[config.mk]
export PLATFORM = sky130hd
export DESIGN_NAME = stage_2_scheduler_flat
export DESIGN_NICKNAME = d
export VERILOG_FILES = /design/src/rtl/stage_2_scheduler_if.sv /design/src/rtl/stage_2_scheduler.sv /design/src/flat_wrapper.sv
export SDC_FILE = /design/constraint.sdc
export NUM_CORES = 1
export LEC_CHECK = 0
export CORE_MARGIN = 1.5
export CORE_UTILIZATION = 44
export CTS_BUF_LIST = sky130_fd_sc_hd__clkbuf_8
export DETAILED_ROUTE_END_ITERATION = 7
export GPL_TIMING_DRIVEN = 0
export HOLD_SLACK_MARGIN = 0.1
export PLACE_DENSITY_LB_ADDON = 0.15
export SYNTH_ARGS = -nofsm -noshare
export SYNTH_HDL_FRONTEND = slang
export SYNTH_SLANG_ARGS = --single-unit
[constraint.sdc]
create_clock -name clk -period 5.5 [get_ports clk]
set_clock_uncertainty 0.1 [all_clocks]
set_input_delay 1.1 -clock clk [delete_from_list [all_inputs] [get_ports clk]]
set_output_delay 1.1 -clock clk [all_outputs]
set_load 0.05 [all_outputs]
[src/rtl/stage_2_scheduler_if.sv]
// Symbol-in / bundle-out handshake between the symbol source, the Stage 2 scheduler and Stage 2.
// The scheduler uses the slave view; the environment that feeds and drains it uses the master view.
interface stage_2_scheduler_if #(
  parameter int SYMBOL_WIDTH  = 4,
  parameter int PAYLOAD_WIDTH = 65
);
  logic                     in_valid;
  logic                     in_ready;
  logic                     in_bool;
  logic [SYMBOL_WIDTH-1:0]  in_symbol;
  logic [PAYLOAD_WIDTH-1:0] in_payload;
  logic                     flush;
  logic                     out_valid;
  logic                     out_ready;
  logic                     out_bool_flag_1;
  logic                     out_bool_flag_2;
  logic                     out_bool_flag_3;
  logic                     out_bool_flag_4;
  logic [SYMBOL_WIDTH-1:0]  out_symbol_1;
  logic [SYMBOL_WIDTH-1:0]  out_symbol_2;
  logic [SYMBOL_WIDTH-1:0]  out_symbol_3;
  logic [SYMBOL_WIDTH-1:0]  out_symbol_4;
  logic [PAYLOAD_WIDTH-1:0] out_payload;

  modport slave (
    input  in_valid, in_bool, in_symbol, in_payload, flush, out_ready,
    output in_ready, out_valid, out_bool_flag_1, out_bool_flag_2, out_bool_flag_3,
           out_bool_flag_4, out_symbol_1, out_symbol_2, out_symbol_3, out_symbol_4, out_payload
  );

  modport master (
    output in_valid, in_bool, in_symbol, in_payload, flush, out_ready,
    input  in_ready, out_valid, out_bool_flag_1, out_bool_flag_2, out_bool_flag_3,
           out_bool_flag_4, out_symbol_1, out_symbol_2, out_symbol_3, out_symbol_4, out_payload
  );
endinterface

[src/rtl/stage_2_scheduler.sv]
// Packs boolean symbols into bundles of up to four lanes for Stage 2; CDF symbols go out alone.
// Optional idle-timeout issue of partial bundles is enabled with the macro S2_SCHED_TIMEOUT_EN.
module stage_2_scheduler #(
  parameter int SYMBOL_WIDTH  = 4,
  parameter int PAYLOAD_WIDTH = 65,
  parameter int MAX_WAIT      = 8
) (
  input  logic               clk,
  input  logic               reset,
  stage_2_scheduler_if.slave bus,
  output logic               busy
);
  typedef enum logic [1:0] {EMPTY = 2'd0, B1 = 2'd1, B2 = 2'd2, B3 = 2'd3} state_t;
  state_t state, state_nxt;

  logic [SYMBOL_WIDTH-1:0]  acc_sym_p0 [1:3];
  logic                     vld_p1;
  logic [4:1]               flag_p1;
  logic [SYMBOL_WIDTH-1:0]  sym_p1 [1:4];
  logic [PAYLOAD_WIDTH-1:0] pay_p1;

  logic                     out_free, in_ready, in_xfer, bool_acc, cdf_acc;
  logic                     cdf_pending, timeout_hit, bool_issue, issue;
  logic [2:0]               n;
  logic [4:1]               flag_nxt;
  logic [SYMBOL_WIDTH-1:0]  sym_nxt [1:4];
  logic [PAYLOAD_WIDTH-1:0] pay_nxt;

  // Legal MAX_WAIT is 1..255; an out-of-range value shows up as this block in the hierarchy.
  if (MAX_WAIT < 1 || MAX_WAIT > 255) begin : g_illegal_max_wait
  end

  always_comb begin
    out_free    = !vld_p1 || bus.out_ready;
    in_ready    = out_free && (bus.in_bool || state == EMPTY);
    in_xfer     = bus.in_valid && in_ready;
    bool_acc    = in_xfer && bus.in_bool;
    cdf_acc     = in_xfer && !bus.in_bool;
    n           = {1'b0, state} + {2'b00, bool_acc};
    // A waiting CDF forces the pending booleans out first so bundle order matches arrival order.
    cdf_pending = bus.in_valid && !bus.in_bool && (state != EMPTY);
    bool_issue  = out_free && ((n == 3'd4) || (bus.flush && n != 3'd0) || cdf_pending || timeout_hit);
    issue       = bool_issue || cdf_acc;
    state_nxt   = state;
    if (bool_issue)    state_nxt = EMPTY;
    else if (bool_acc) state_nxt = state_t'(state + 2'd1);
  end

  always_comb begin
    flag_nxt = '0;
    pay_nxt  = '0;
    for (int k = 1; k <= 4; k++) sym_nxt[k] = '0;
    if (cdf_acc) begin
      sym_nxt[1] = bus.in_symbol;
      pay_nxt    = bus.in_payload;
    end else begin
      for (int k = 1; k <= 4; k++) flag_nxt[k] = (k <= int'(n));
      for (int k = 1; k <= 3; k++)
        if (k <= int'(state)) sym_nxt[k] = acc_sym_p0[k];
      for (int k = 1; k <= 4; k++)
        if (bool_acc && k == int'(n)) sym_nxt[k] = bus.in_symbol;
    end
  end

  always_ff @(posedge clk or posedge reset) begin
    if (reset) state <= EMPTY;
    else       state <= state_nxt;
  end

  // p0: accumulator lanes; only lanes 1..count are ever read, so they need no reset.
  always_ff @(posedge clk) begin
    if (bool_acc && !bool_issue) begin
      case (state)
        EMPTY:   acc_sym_p0[1] <= bus.in_symbol;
        B1:      acc_sym_p0[2] <= bus.in_symbol;
        B2:      acc_sym_p0[3] <= bus.in_symbol;
        default: ;
      endcase
    end
  end

  // p1: bundle register driving Stage 2; holds while stalled.
  always_ff @(posedge clk or posedge reset) begin
    if (reset) begin
      vld_p1  <= 1'b0;
      flag_p1 <= '0;
      pay_p1  <= '0;
      for (int k = 1; k <= 4; k++) sym_p1[k] <= '0;
    end else if (issue) begin
      vld_p1  <= 1'b1;
      flag_p1 <= flag_nxt;
      sym_p1  <= sym_nxt;
      pay_p1  <= pay_nxt;
    end else if (bus.out_ready) begin
      vld_p1  <= 1'b0;
    end
  end

`ifdef S2_SCHED_TIMEOUT_EN
  localparam logic [7:0] WAIT_LIMIT = 8'(MAX_WAIT);
  logic [7:0] wait_q;

  // Keeps counting past the limit while stalled so the issue fires on the first free cycle.
  always_ff @(posedge clk or posedge reset) begin
    if (reset)                                     wait_q <= 8'd0;
    else if (in_xfer || issue)                     wait_q <= 8'd0;
    else if (state != EMPTY && wait_q != 8'hFF)    wait_q <= wait_q + 8'd1;
  end

  assign timeout_hit = (state != EMPTY) && (wait_q >= WAIT_LIMIT);
`else
  assign timeout_hit = 1'b0;
`endif

  assign bus.in_ready        = in_ready;
  assign bus.out_valid       = vld_p1;
  assign bus.out_bool_flag_1 = flag_p1[1];
  assign bus.out_bool_flag_2 = flag_p1[2];
  assign bus.out_bool_flag_3 = flag_p1[3];
  assign bus.out_bool_flag_4 = flag_p1[4];
  assign bus.out_symbol_1    = sym_p1[1];
  assign bus.out_symbol_2    = sym_p1[2];
  assign bus.out_symbol_3    = sym_p1[3];
  assign bus.out_symbol_4    = sym_p1[4];
  assign bus.out_payload     = pay_p1;
  assign busy                = (state != EMPTY) || vld_p1;
endmodule

[src/flat_wrapper.sv]
// flat-port wrapper written by rule: the top's interface ports become plain ports
module stage_2_scheduler_flat 
#(
  parameter int SYMBOL_WIDTH  = 4,
  parameter int PAYLOAD_WIDTH = 65,
  parameter int MAX_WAIT      = 8
)
  (clk, reset, busy, bus_in_valid, bus_in_bool, bus_in_symbol, bus_in_payload, bus_flush, bus_out_ready, bus_in_ready, bus_out_valid, bus_out_bool_flag_1, bus_out_bool_flag_2, bus_out_bool_flag_3, bus_out_bool_flag_4, bus_out_symbol_1, bus_out_symbol_2, bus_out_symbol_3, bus_out_symbol_4, bus_out_payload);
  stage_2_scheduler_if #(.SYMBOL_WIDTH(SYMBOL_WIDTH), .PAYLOAD_WIDTH(PAYLOAD_WIDTH)) bus_i ();
  input  logic clk;
  input  logic reset;
  output logic busy;
  input wire logic [$bits(bus_i.in_valid)-1:0] bus_in_valid;
  input wire logic [$bits(bus_i.in_bool)-1:0] bus_in_bool;
  input wire logic [$bits(bus_i.in_symbol)-1:0] bus_in_symbol;
  input wire logic [$bits(bus_i.in_payload)-1:0] bus_in_payload;
  input wire logic [$bits(bus_i.flush)-1:0] bus_flush;
  input wire logic [$bits(bus_i.out_ready)-1:0] bus_out_ready;
  output wire logic [$bits(bus_i.in_ready)-1:0] bus_in_ready;
  output wire logic [$bits(bus_i.out_valid)-1:0] bus_out_valid;
  output wire logic [$bits(bus_i.out_bool_flag_1)-1:0] bus_out_bool_flag_1;
  output wire logic [$bits(bus_i.out_bool_flag_2)-1:0] bus_out_bool_flag_2;
  output wire logic [$bits(bus_i.out_bool_flag_3)-1:0] bus_out_bool_flag_3;
  output wire logic [$bits(bus_i.out_bool_flag_4)-1:0] bus_out_bool_flag_4;
  output wire logic [$bits(bus_i.out_symbol_1)-1:0] bus_out_symbol_1;
  output wire logic [$bits(bus_i.out_symbol_2)-1:0] bus_out_symbol_2;
  output wire logic [$bits(bus_i.out_symbol_3)-1:0] bus_out_symbol_3;
  output wire logic [$bits(bus_i.out_symbol_4)-1:0] bus_out_symbol_4;
  output wire logic [$bits(bus_i.out_payload)-1:0] bus_out_payload;
  assign bus_i.in_valid = bus_in_valid;
  assign bus_i.in_bool = bus_in_bool;
  assign bus_i.in_symbol = bus_in_symbol;
  assign bus_i.in_payload = bus_in_payload;
  assign bus_i.flush = bus_flush;
  assign bus_i.out_ready = bus_out_ready;
  assign bus_in_ready = bus_i.in_ready;
  assign bus_out_valid = bus_i.out_valid;
  assign bus_out_bool_flag_1 = bus_i.out_bool_flag_1;
  assign bus_out_bool_flag_2 = bus_i.out_bool_flag_2;
  assign bus_out_bool_flag_3 = bus_i.out_bool_flag_3;
  assign bus_out_bool_flag_4 = bus_i.out_bool_flag_4;
  assign bus_out_symbol_1 = bus_i.out_symbol_1;
  assign bus_out_symbol_2 = bus_i.out_symbol_2;
  assign bus_out_symbol_3 = bus_i.out_symbol_3;
  assign bus_out_symbol_4 = bus_i.out_symbol_4;
  assign bus_out_payload = bus_i.out_payload;
  stage_2_scheduler #(.SYMBOL_WIDTH(SYMBOL_WIDTH), .PAYLOAD_WIDTH(PAYLOAD_WIDTH), .MAX_WAIT(MAX_WAIT)) u_core (.clk(clk), .reset(reset), .bus(bus_i), .busy(busy));
endmodule
==> metrics.cfg <==
[outcome]
status = completed

[power]
p_int_mw = 1.87
p_sw_mw = 1.62
combinationalPowerShare_pct = 54.4
clock_power_share_pct = 13.8
power_frac_seq_pct = 31.8
switching_share_pct = 46.4
p_per_area_mw_per_mm2 = 588
ir_worst_vdd_mv = 0.276
p_leak_nw = 2.55

[logic_synthesis]
synth_adder_area_share_pct = 2.54
synthSimpleGateAreaFrac_pct = 7.51
synth_xor_area_share_pct = 0.223
synth_nets = 372
yosysMostFrequentCell = dfrtp_1
yosysWarnings = 0
post-synth-top-area-fraction_pct = 56.0
synth_flop_cell = dfrtp_1
synth_edf_count = 12
syn_inst = 289
synth_mux_area_share_pct = 2.32
mappedNetlistArea_sq_mm = 0.00393
netlist_top_cells_area = dfrtp_1 (56%), a22o_1 (15%), edfxtp_1 (9.2%), ha_1 (2.5%), mux2i_1 (2.0%)
synth_compound_area_share_pct = 19.8
synth_largest_area_cell = dfrtp_1
synth_top_family_by_area = compound AO/OA/AOI/OAI gates
synth_seq_cells = 100
synth.top_cells.by_count = dfrtp_1 (88), a22o_1 (69), nand2_1 (20)
syn_avg_cell_area_sq_um = 13.6
async_reset_ff_share_pct = 88.0
synth-seq-area-share_pct = 65.1
ys_types = 31

[worst_setup_path]
cp_slowest_stage_delay_ns = 0.48
cp-start-kind = input pin
crit_chain = clkdlybuf4s50_1 -> and2b_1 -> nor2_1 -> ha_1 -> inv_1 -> ha_1 -> o21a_1 -> o31ai_4 -> clkbuf_1 -> a22o_1
crit_slowest_cell = clkdlybuf4s50_1
critPathBufInv = 3
required_ns = 5.70
critical_path.max_fanout = 10
worstPathArrival_ns = 4.27
endpoint_kind = register
cpLargestDelayFamily = buffers and inverters
worstSetupPathType = in -> reg
crit_top_cell = ha_1

[finish]
diodes = 0
fin_nets = 546
final_util_pct = 68.3
area_growth_pct = 50.6
drive_gt1_share_pct = 7.05

[floorplan]
core_sq_mm = 0.00868
die_w_um = 97.6
initial_core_util_pct = 45.3
die_area_sq_mm = 0.00952
pin_count = 163
rows = 34
die_h_um = 97.6

[detailed_routing]
finalWirelength_um = 10200
drt_first_pass_iters = 4
viasPerCell = 5.27
dr_total_vias = 3033
drc = 0
wl_per_cell_um = 17.8
ant_nets = 0
drt_iter0_drc = 111

[placement]
pre_cts_ws_ns = 1.07
port_buffers = 162
routabilityCongestion = 0.763
post-dp-hpwl_um = 7520

[clock_network]
postCtsSetupBuffers = 0
cts_tree = done
clock-sinks = 100
cts_buffers = 9
cts.clk_slew.worst_paths_ns = 0.09
cts_resized = 0
ctsHoldBuffers = 0
ctsRootBufferMaster = clkbuf_8
htree_levels = 3
clock_path_buffers = 2
clk_latency_ns = 0.37

[run]
cap_violations = 0

[timing]
finalCriticalPeriod_ns = 4.07
setup_tns_ns = 0
hold_slack_ns = 0.386
finalWorstSetupSlack_ns = 1.43
hold_viol_final = 0
drv_slew = 0
relSlewSlack_pct = 63.7
max_freq_mhz = 246
setup_viol = 0
worstMarginPinSlew_ns = 0.543
rsz0062_at_grt = false
finalCritPeriodShare_pct = 74.0

[hold_path]
hold_class = reg -> reg

[grt]
grt_pass1_wl_um = 16600
grt_usage_pct = 22.2
grt_pass1_vias = 3090
overflow = 0
antenna_found_initial = 0
grt_max_degree = 71

-- metrics by stage --
step / area [sq um] / instances / power (mW)
2_1_floorplan: 3930 / 289 / 2.35
3_3_place_gp: 5690 / 559 / 3.00
3_5_place_dp: 5720 / 560 / 3.03
4_1_cts: 5920 / 576 / 3.51
5_1_grt: 5920 / 576 / 3.65
6_report: 5920 / 576 / 3.49
-- power groups by stage --
| stage | combinational [mW] | sequential, mW | clock [mW] |
|---|---|---|---|
| after floorplan | 0.453 | 1.90 | 0 |
| after global placement | 1.89 | 1.11 | 0 |
| after detailed placement | 1.90 | 1.12 | 0 |
| after CTS | 1.91 | 1.11 | 0.490 |
| after global routing | 1.99 | 1.14 | 0.521 |
| final | 1.90 | 1.11 | 0.479 |
-- state kept, by name, summed over array words and instances, names as in the netlist --
signal,count
u_core.bus.out_symbol_3,4
u_core.bus.out_symbol_4,4
u_core.bus.out_payload,65
u_core.bus.out_symbol_1,4
u_core.bus.out_valid,1
u_core.state,2
u_core.flag_p1,4
u_core.acc_sym_p0,12
u_core.bus.out_symbol_2,4
-- worst min-delay path: stages, from the launching register on --
cell and delay [ns]:
dfrtp_1 0.35, nand2_1 0.05, o21ai_1 0.06
-- layout make-up --
type	instances	area, sq um
sequential	100	2560
timing repair buffer	163	1650
tap	108	135
fill	679	2750
clock inverter	5	52.6
buffer	17	80.1
inverter	5	21.3
multi-input combinational	167	1270
clock buffer	11	151
-- cell usage in the layout (no fill, tap or decap), drive strengths merged, types with 2 or more instances in the layout --
cell | synthesis | routed
a32oi | 4 | 4
o21ai | 17 | 17
a22o | 69 | 69
dfrtp | 88 | 88
nor2b | 6 | 6
ha | 8 | 8
buf | 11 | 12
clkinvlp | 0 | 2
nor2 | 7 | 7
clkbuf | 6 | 17
nand2 | 20 | 20
mux2i | 8 | 8
and2 | 6 | 6
and3 | 3 | 3
edfxtp | 12 | 12
a21oi | 3 | 3
inv | 5 | 7
nand2b | 5 | 5
clkdlybuf4s50 | 0 | 162
nor3b | 2 | 2
-- cells by family (layout without fill, tap and decap cells) --
family	count (synthesis)	count (layout)
muxes	9	9
DFF	100	100
adders and majority gates	8	8
and+or+nand+nor	53	53
xor gates and xnor gates	1	1
AOI/OAI and AO/OA	96	96
buffers and inverters	22	201
-- per-layer routing --
layer  up-vias  share of wire, %  global-route usage [%]
met5         -                 0                       0
met4         0               1.8                    6.92
met3        19               5.4                    4.96
met2       104                50                    37.2
met1      1487                43                    28.7
li1       1423                 -                       -
-- final timing paths --
| check | slack, ns | end | from | cells after the start |
|---|---|---|---|---|
| max | 1.43 | u_core.bus.out_payload[17] | bus_out_ready | 10 |
| min | 0.39 | u_core.bus.out_symbol_2[0] | u_core.bus.out_symbol_2[0] | 2 |
| max reg2reg | 2.26 | u_core.bus.out_payload[17] | u_core.bus.out_valid | 9 |
| min reg2reg | 0.39 | u_core.bus.out_symbol_2[0] | u_core.bus.out_symbol_2[0] | 2 |
| max in group asynchronous | 3.76 | u_core.bus.out_payload[45] | reset | 3 |
| min in group asynchronous | 0.92 | u_core.flag_p1[1] | reset | 2 |
Note: power is estimated with default switching activity, not from simulation.
